`src/rtl/fpu_pkg.sv`:
```
// Shared types and helpers for the sequential floating-point add/subtract unit.
package fpu_pkg;

  typedef enum logic [2:0] {
    S_IDLE,
    S_UNPACK,
    S_ALIGN,
    S_ADD,
    S_NORM,
    S_ROUND,
    S_DONE
  } state_e;

  localparam int unsigned ST_EXACT     = 0;
  localparam int unsigned ST_OVERFLOW  = 1;
  localparam int unsigned ST_UNDERFLOW = 2;
  localparam int unsigned ST_INEXACT   = 3;

  function automatic int unsigned fpu_width(input int unsigned exp_w, input int unsigned mant_w);
    return 1 + exp_w + mant_w;
  endfunction

  function automatic int unsigned fpu_bias(input int unsigned exp_w);
    return (1 << (exp_w - 1)) - 1;
  endfunction

  function automatic logic [3:0] mk_status(input logic exact, input logic ovf,
                                           input logic unf, input logic inexact);
    logic [3:0] s;
    s               = '0;
    s[ST_EXACT]     = exact;
    s[ST_OVERFLOW]  = ovf;
    s[ST_UNDERFLOW] = unf;
    s[ST_INEXACT]   = inexact;
    return s;
  endfunction

endpackage

```
`src/rtl/fpu_round_rne.sv`:
```
// Round-to-nearest-even on a normalised {hidden,frac,G,R,S} mantissa.
module fpu_round_rne
  import fpu_pkg::*;
#(
  parameter int unsigned EXP_W  = 8,
  parameter int unsigned MANT_W = 23
) (
  input  logic [MANT_W+3:0] mant_i,
  input  logic [EXP_W:0]    exp_i,
  output logic [MANT_W-1:0] frac_o,
  output logic [EXP_W-1:0]  exp_o,
  output logic              inexact_o,
  output logic              ovf_o
);

  localparam logic [EXP_W:0] EXP_ONE = (EXP_W+1)'(1);
  localparam logic [EXP_W:0] EXP_MAX = {1'b0, {EXP_W{1'b1}}};

  logic             g, r, s, lsb, up;
  logic [MANT_W+1:0] sum;
  logic [EXP_W:0]   exp_full;

  always_comb begin
    g         = mant_i[2];
    r         = mant_i[1];
    s         = mant_i[0];
    lsb       = mant_i[3];
    up        = g & (r | s | lsb);
    sum       = {1'b0, mant_i[MANT_W+3:3]} + {{(MANT_W+1){1'b0}}, up};
    exp_full  = exp_i;
    frac_o    = sum[MANT_W-1:0];
    // Rounding carried out of the hidden bit: mantissa becomes 1.0, bump exponent.
    if (sum[MANT_W+1]) begin
      frac_o   = sum[MANT_W:1];
      exp_full = exp_i + EXP_ONE;
    end
    exp_o     = exp_full[EXP_W-1:0];
    inexact_o = g | r | s;
    ovf_o     = (exp_full >= EXP_MAX);
  end

endmodule

```
`src/rtl/fpu_addsub_seq.sv`:
```
// Multi-cycle FP adder/subtractor: bit-serial alignment and normalisation, RNE rounding.
module fpu_addsub_seq
  import fpu_pkg::*;
#(
  parameter int unsigned EXP_W  = 8,
  parameter int unsigned MANT_W = 23
) (
  input  logic                    clock_100Khz,
  input  logic                    reset,
  input  logic                    start_in,
  input  logic                    op_sub_in,
  input  logic [EXP_W+MANT_W:0]   Op_A_in,
  input  logic [EXP_W+MANT_W:0]   Op_B_in,
  output logic                    busy_out,
  output logic                    done_out,
  output logic [EXP_W+MANT_W:0]   data_out,
  output logic [3:0]              status_out
);

  localparam int unsigned      W        = fpu_width(EXP_W, MANT_W);
  localparam int unsigned      MW       = MANT_W + 5;
  localparam logic [EXP_W-1:0] DIFF_MAX = EXP_W'(MANT_W + 3);
  localparam logic [EXP_W-1:0] DIFF_ONE = EXP_W'(1);
  localparam logic [EXP_W:0]   EXP_ONE  = (EXP_W+1)'(1);

  state_e            state_q, state_d;
  logic [W-1:0]      opa_q, opa_d, opb_q, opb_d, data_q, data_d;
  logic              sub_q, sub_d, sign_q, sign_d, eff_add_q, eff_add_d;
  logic [EXP_W:0]    exp_q, exp_d;
  logic [EXP_W-1:0]  diff_q, diff_d;
  logic [MW-1:0]     ma_q, ma_d, mb_q, mb_d;
  logic [3:0]        status_q, status_d;

  logic [EXP_W-1:0]  ea, eb;
  logic [MANT_W-1:0] fa, fb;
  logic              sa, sb, a_zero, b_zero;
  logic [MW-1:0]     xa, xb, sum;

  logic [MANT_W-1:0] r_frac;
  logic [EXP_W-1:0]  r_exp;
  logic              r_inexact, r_ovf;

  fpu_round_rne #(.EXP_W(EXP_W), .MANT_W(MANT_W)) u_round (
    .mant_i    (ma_q[MW-2:0]),
    .exp_i     (exp_q),
    .frac_o    (r_frac),
    .exp_o     (r_exp),
    .inexact_o (r_inexact),
    .ovf_o     (r_ovf)
  );

  always_comb begin
    state_d   = state_q;
    opa_d     = opa_q;
    opb_d     = opb_q;
    sub_d     = sub_q;
    sign_d    = sign_q;
    eff_add_d = eff_add_q;
    exp_d     = exp_q;
    diff_d    = diff_q;
    ma_d      = ma_q;
    mb_d      = mb_q;
    data_d    = data_q;
    status_d  = status_q;

    ea     = opa_q[W-2:MANT_W];
    eb     = opb_q[W-2:MANT_W];
    a_zero = (ea == '0);
    b_zero = (eb == '0);
    fa     = a_zero ? '0 : opa_q[MANT_W-1:0];
    fb     = b_zero ? '0 : opb_q[MANT_W-1:0];
    sa     = opa_q[W-1];
    sb     = opb_q[W-1] ^ sub_q;
    xa     = {1'b0, ~a_zero, fa, 3'b000};
    xb     = {1'b0, ~b_zero, fb, 3'b000};
    sum    = eff_add_q ? (ma_q + mb_q) : (ma_q - mb_q);

    case (state_q)
      S_IDLE: begin
        if (start_in) begin
          opa_d   = Op_A_in;
          opb_d   = Op_B_in;
          sub_d   = op_sub_in;
          state_d = S_UNPACK;
        end
      end
      S_UNPACK: begin
        eff_add_d = (sa == sb);
        if (ea == '1) begin
          data_d   = {sa, {EXP_W{1'b1}}, {MANT_W{1'b0}}};
          status_d = mk_status(1'b0, 1'b1, 1'b0, 1'b0);
          state_d  = S_DONE;
        end else if (eb == '1) begin
          data_d   = {sb, {EXP_W{1'b1}}, {MANT_W{1'b0}}};
          status_d = mk_status(1'b0, 1'b1, 1'b0, 1'b0);
          state_d  = S_DONE;
        end else begin
          if ({ea, fa} >= {eb, fb}) begin
            sign_d = sa;
            exp_d  = {1'b0, ea};
            diff_d = ea - eb;
            ma_d   = xa;
            mb_d   = xb;
          end else begin
            sign_d = sb;
            exp_d  = {1'b0, eb};
            diff_d = eb - ea;
            ma_d   = xb;
            mb_d   = xa;
          end
          state_d = S_ALIGN;
        end
      end
      S_ALIGN: begin
        // Bit 0 is sticky: everything shifted past it is ORed in, never dropped.
        if (diff_q == '0) begin
          state_d = S_ADD;
        end else if (diff_q > DIFF_MAX) begin
          mb_d    = {{(MW-1){1'b0}}, |mb_q};
          state_d = S_ADD;
        end else begin
          mb_d   = {1'b0, mb_q[MW-1:2], |mb_q[1:0]};
          diff_d = diff_q - DIFF_ONE;
          if (diff_q == DIFF_ONE) state_d = S_ADD;
        end
      end
      S_ADD: begin
        if (sum == '0) begin
          data_d   = '0;
          status_d = mk_status(1'b1, 1'b0, 1'b0, 1'b0);
          state_d  = S_DONE;
        end else begin
          ma_d    = sum;
          state_d = S_NORM;
        end
      end
      S_NORM: begin
        if (ma_q[MW-1]) begin
          ma_d    = {1'b0, ma_q[MW-1:2], |ma_q[1:0]};
          exp_d   = exp_q + EXP_ONE;
          state_d = S_ROUND;
        end else if (ma_q[MW-2]) begin
          state_d = S_ROUND;
        end else if (exp_q <= EXP_ONE) begin
          data_d   = {sign_q, {(W-1){1'b0}}};
          status_d = mk_status(1'b0, 1'b0, 1'b1, 1'b1);
          state_d  = S_DONE;
        end else begin
          ma_d  = ma_q << 1;
          exp_d = exp_q - EXP_ONE;
        end
      end
      S_ROUND: begin
        if (r_ovf) begin
          data_d   = {sign_q, {EXP_W{1'b1}}, {MANT_W{1'b0}}};
          status_d = mk_status(1'b0, 1'b1, 1'b0, 1'b1);
        end else begin
          data_d   = {sign_q, r_exp, r_frac};
          status_d = mk_status(~r_inexact, 1'b0, 1'b0, r_inexact);
        end
        state_d = S_DONE;
      end
      S_DONE:  state_d = S_IDLE;
      default: state_d = S_IDLE;
    endcase
  end

  always_ff @(posedge clock_100Khz or negedge reset) begin
    if (!reset) begin
      state_q   <= S_IDLE;
      opa_q     <= '0;
      opb_q     <= '0;
      sub_q     <= 1'b0;
      sign_q    <= 1'b0;
      eff_add_q <= 1'b0;
      exp_q     <= '0;
      diff_q    <= '0;
      ma_q      <= '0;
      mb_q      <= '0;
      data_q    <= '0;
      status_q  <= '0;
    end else begin
      state_q   <= state_d;
      opa_q     <= opa_d;
      opb_q     <= opb_d;
      sub_q     <= sub_d;
      sign_q    <= sign_d;
      eff_add_q <= eff_add_d;
      exp_q     <= exp_d;
      diff_q    <= diff_d;
      ma_q      <= ma_d;
      mb_q      <= mb_d;
      data_q    <= data_d;
      status_q  <= status_d;
    end
  end

  assign busy_out   = (state_q != S_IDLE);
  assign done_out   = (state_q == S_DONE);
  assign data_out   = data_q;
  assign status_out = status_q;

endmodule

```
`config.mk`:
```
export PLATFORM = sky130hd
export DESIGN_NAME = fpu_addsub_seq
export DESIGN_NICKNAME = d
export VERILOG_FILES = /design/src/rtl/fpu_pkg.sv /design/src/rtl/fpu_round_rne.sv /design/src/rtl/fpu_addsub_seq.sv
export SDC_FILE = /design/constraint.sdc
export NUM_CORES = 1
export LEC_CHECK = 0
export ABC_AREA = 1
export ABC_CLOCK_PERIOD_IN_PS = 5800
export CAP_MARGIN = 10
export CORE_MARGIN = 2
export CORE_UTILIZATION = 55
export DETAILED_ROUTE_END_ITERATION = 8
export PLACE_DENSITY = 0.88
export REMOVE_ABC_BUFFERS = 1
export SLEW_MARGIN = 20
export SYNTH_ARGS = -nofsm -noshare
export SYNTH_HDL_FRONTEND = slang
export SYNTH_HIERARCHICAL = 1
export SYNTH_SLANG_ARGS = --single-unit
```
`constraint.sdc`:
```
create_clock -name clock_100Khz -period 5.8 [get_ports clock_100Khz]
set_clock_uncertainty 0.15 [all_clocks]
set_input_delay 1.16 -clock clock_100Khz [delete_from_list [all_inputs] [get_ports clock_100Khz]]
set_output_delay 1.16 -clock clock_100Khz [all_outputs]
set_load 0.03 [all_outputs]
```
==> results.yml <==
outcome:
  status: "completed"
yosys:
  yosysWarnings: 6
  avgSynthCellArea_um2: 6.68
  synthArstFlopShare: 1.00
  synth_area_um2: 14500
  ys_seq_area_frac: 0.306
  ys.flop_type: "dfrtp_1"
  synth_cell_types: 55
  synth_edf_count: 0
  ys_ff_latch: 178
  synthCells: 2176
placed_design:
  dp_cells: 2558
  pre_cts_ws_ns: 0.844
  gp_congestion: 0.976
  hpwlAfterDp_mm: 31.4
  io_buffers: 105
sta:
  finalCritPeriodShare: 0.868
  rsz0062_at_grt: "no"
  tns_ns: 0
  period_needed_ns: 5.04
  slew_headroom: 0.241
  hold_viol: 0
  fmax_ghz: 0.199
  maxSlewViolCount: 0
  setup_viol_count_final: 0
  tightest_slew_ns: 1.13
  timing.final.ws_setup_ns: 0.763
global_routing:
  grt_max_degree: 104
  grtUsageTotal: 0.290
  overflow: 0
  grt_pass1_wl_mm: 65.9
  antenna_found_initial: 1
  grt_pass1_vias: 13344
floorplan:
  die_x_um: 167
  fp-row-count: 59
  core_um2: 26000
  die_area_um2: 27700
  start_util: 0.559
  ios: 106
  die_h_um: 167
layout:
  fin_cells: 2590
  area_delta_synth_final_pct: 12.5
  layout.nets: 2388
  utilization: 0.629
  fillers: 2304
  n_antenna_cell: 0
  drive_above_1_share: 0.0608
drt:
  detail_route.wl_per_cell_um: 15.5
  dr.pass1.iters: 7
  drc: 0
  dr_total_vias: 14581
  vias_per_cell: 5.63
  drt_iter0_markers: 1348
  drtAntennaViolNets: 0
  routed_wl_mm: 40.1
worst_setup_path:
  r2r_start: "mb_q[0]"
  startpoint: "mb_q[0]"
  crit_path_start_kind: "register"
  end_kind: "register"
  crit_arrival_ns: 5.27
  cp_max_fo: 27
  crit_required_ns: 6.03
  crit_type: "reg -> reg"
clocking:
  clkTransAtPathRegs_ns: 0.08
  cts_buffer_depth: 2
  cts.repair.resized: 0
  cts_root_buf: "clkbuf_16"
  cts_buffers: 17
  cts_max_level: 4
  clock-sinks: 178
  worstSkewPairLatency_ns: 0.45
  hold_buffers: 0
  cts_tree: "built"
  postCtsSetupBuffers: 0
worst_hold_path:
  hp-start: "data_out[13]"
  min_path_type: "reg -> reg"
run:
  max_cap_violations: 0
-- worst max-delay path, cell delays in order (launching register included) --
cell     delay [ns]
dfrtp_1        0.38
inv_1          0.10
ha_1           0.21
nand3_1        0.15
nor4_1         0.33
nand3_1        0.16
nor3_1         0.46
nand4_1        0.23
nand2_1        0.13
xnor2_1        0.12
ha_1           0.40
nand2_2        0.11
nor2_2         0.15
inv_1          0.06
nor2_2         0.21
nand3_1        0.16
nand3_1        0.12
nand2_1        0.05
nand2_1        0.09
nand2_1        0.06
nor2_1         0.11
nand2_1        0.09
nor2_4         0.15
nand3_4        0.27
nand3_4        0.33
nand2_1        0.10
nand2_1        0.08
-- metal layers --
layer | up-vias | global-route usage | wire length (um)
met3 | 74 | 0.0418 | 3180
li1 | 7245 | - | -
met5 | - | 0 | 12
met4 | 2 | 0.0922 | 942
met2 | 603 | 0.465 | 18100
met1 | 6657 | 0.406 | 17900
-- stage by stage --
step                      hold WS, ns  cell area (um^2)
after floorplan                 0.300             14200
after global placement          0.304             15800
after detailed placement        0.307             15800
after CTS                       0.326             16300
after global routing            0.340             16300
final                           0.323             16300
-- synth_stat cells (9+ instances only) --
cell type    n  share of area
nand2_1    686           0.18
o21ai_0    103          0.035
clkbuf_1    42          0.011
nor3_1      21         0.0072
a31oi_1     30          0.013
a22oi_1     11         0.0057
nand3_1    116          0.040
ha_1        75          0.065
nand3b_1     9         0.0046
dfrtp_1    178           0.31
mux2_2      31          0.024
buf_2       20         0.0069
nor2_1     206          0.053
nand2_2     12         0.0052
a21oi_1    132          0.045
xor2_1      36          0.022
inv_1      257          0.066
nand4_1     70          0.030
nor2_2       9         0.0039
xnor2_1     19          0.011
o211ai_1    13         0.0067
-- sequential cells by signal, summed over array words and instances (netlist names) --
register and flops:
exp_q 9, status_out 4, diff_q 8, eff_add_q 1, opb_q 32, opa_q 32
sub_q 1, state_q 3, data_out 32, mb_q 27, ma_q 28, sign_q 1
-- logic make-up (layout without fill, tap and decap cells) --
| group | after synthesis | after routing | share of synthesized area |
|---|---|---|---|
| and+or+nand+nor | 1167 | 1167 | 0.348 |
| buffers and inverters | 342 | 421 | 0.0945 |
| AOI/OAI and AO/OA | 324 | 324 | 0.125 |
| DFF | 178 | 178 | 0.306 |
| adders and majority gates | 78 | 78 | 0.0687 |
| xor gates and xnor gates | 55 | 55 | 0.0331 |
| muxes | 32 | 32 | 0.0247 |
-- final cells by class --
type	count	area, um^2	area share
well taps	335	419	0.0256
inverters	270	1010	0.0621
clock buffers	17	425	0.0260
clock inverters	15	158	0.00964
repair buffers	119	1160	0.0708
flip-flops and latches	178	4450	0.272
multi-input cells	1656	8720	0.533
-- layout by cell type (no fill, tap or decap), drive strengths merged, types with 4 or more instances in the layout --
master           n
nand2          702
inv            273
nor2           224
dfrtp          178
a21oi          136
nand3          121
o21ai          106
clkdlybuf4s50  104
ha              75
nand4           70
xor2            36
mux2            31
a31oi           30
nor3            22
xnor2           19
clkbuf          17
buf             15
o211ai          13
a22oi           11
clkinv          11
nor4            10
nand3b           9
o22ai            6
or2              6
a221oi           5
o31ai            4
-- worst paths after layout --
| path | slack, ns | end | depth (start not counted) |
|---|---|---|---|
| max in group asynchronous | 3.78 | opa_q[31] | 2 |
| worst max register to register | 0.76 | ma_q[9] | 26 |
| worst min-delay path | 0.32 | data_out[13] | 2 |
| min in group asynchronous | 0.66 | opb_q[0] | 1 |
| worst min register to register | 0.32 | data_out[13] | 2 |
| worst max-delay path | 0.76 | ma_q[9] | 26 |
Power is left out: the tool's default activity adds up to more than one toggle a clock period on the data nets, which glitch-free logic cannot reach.
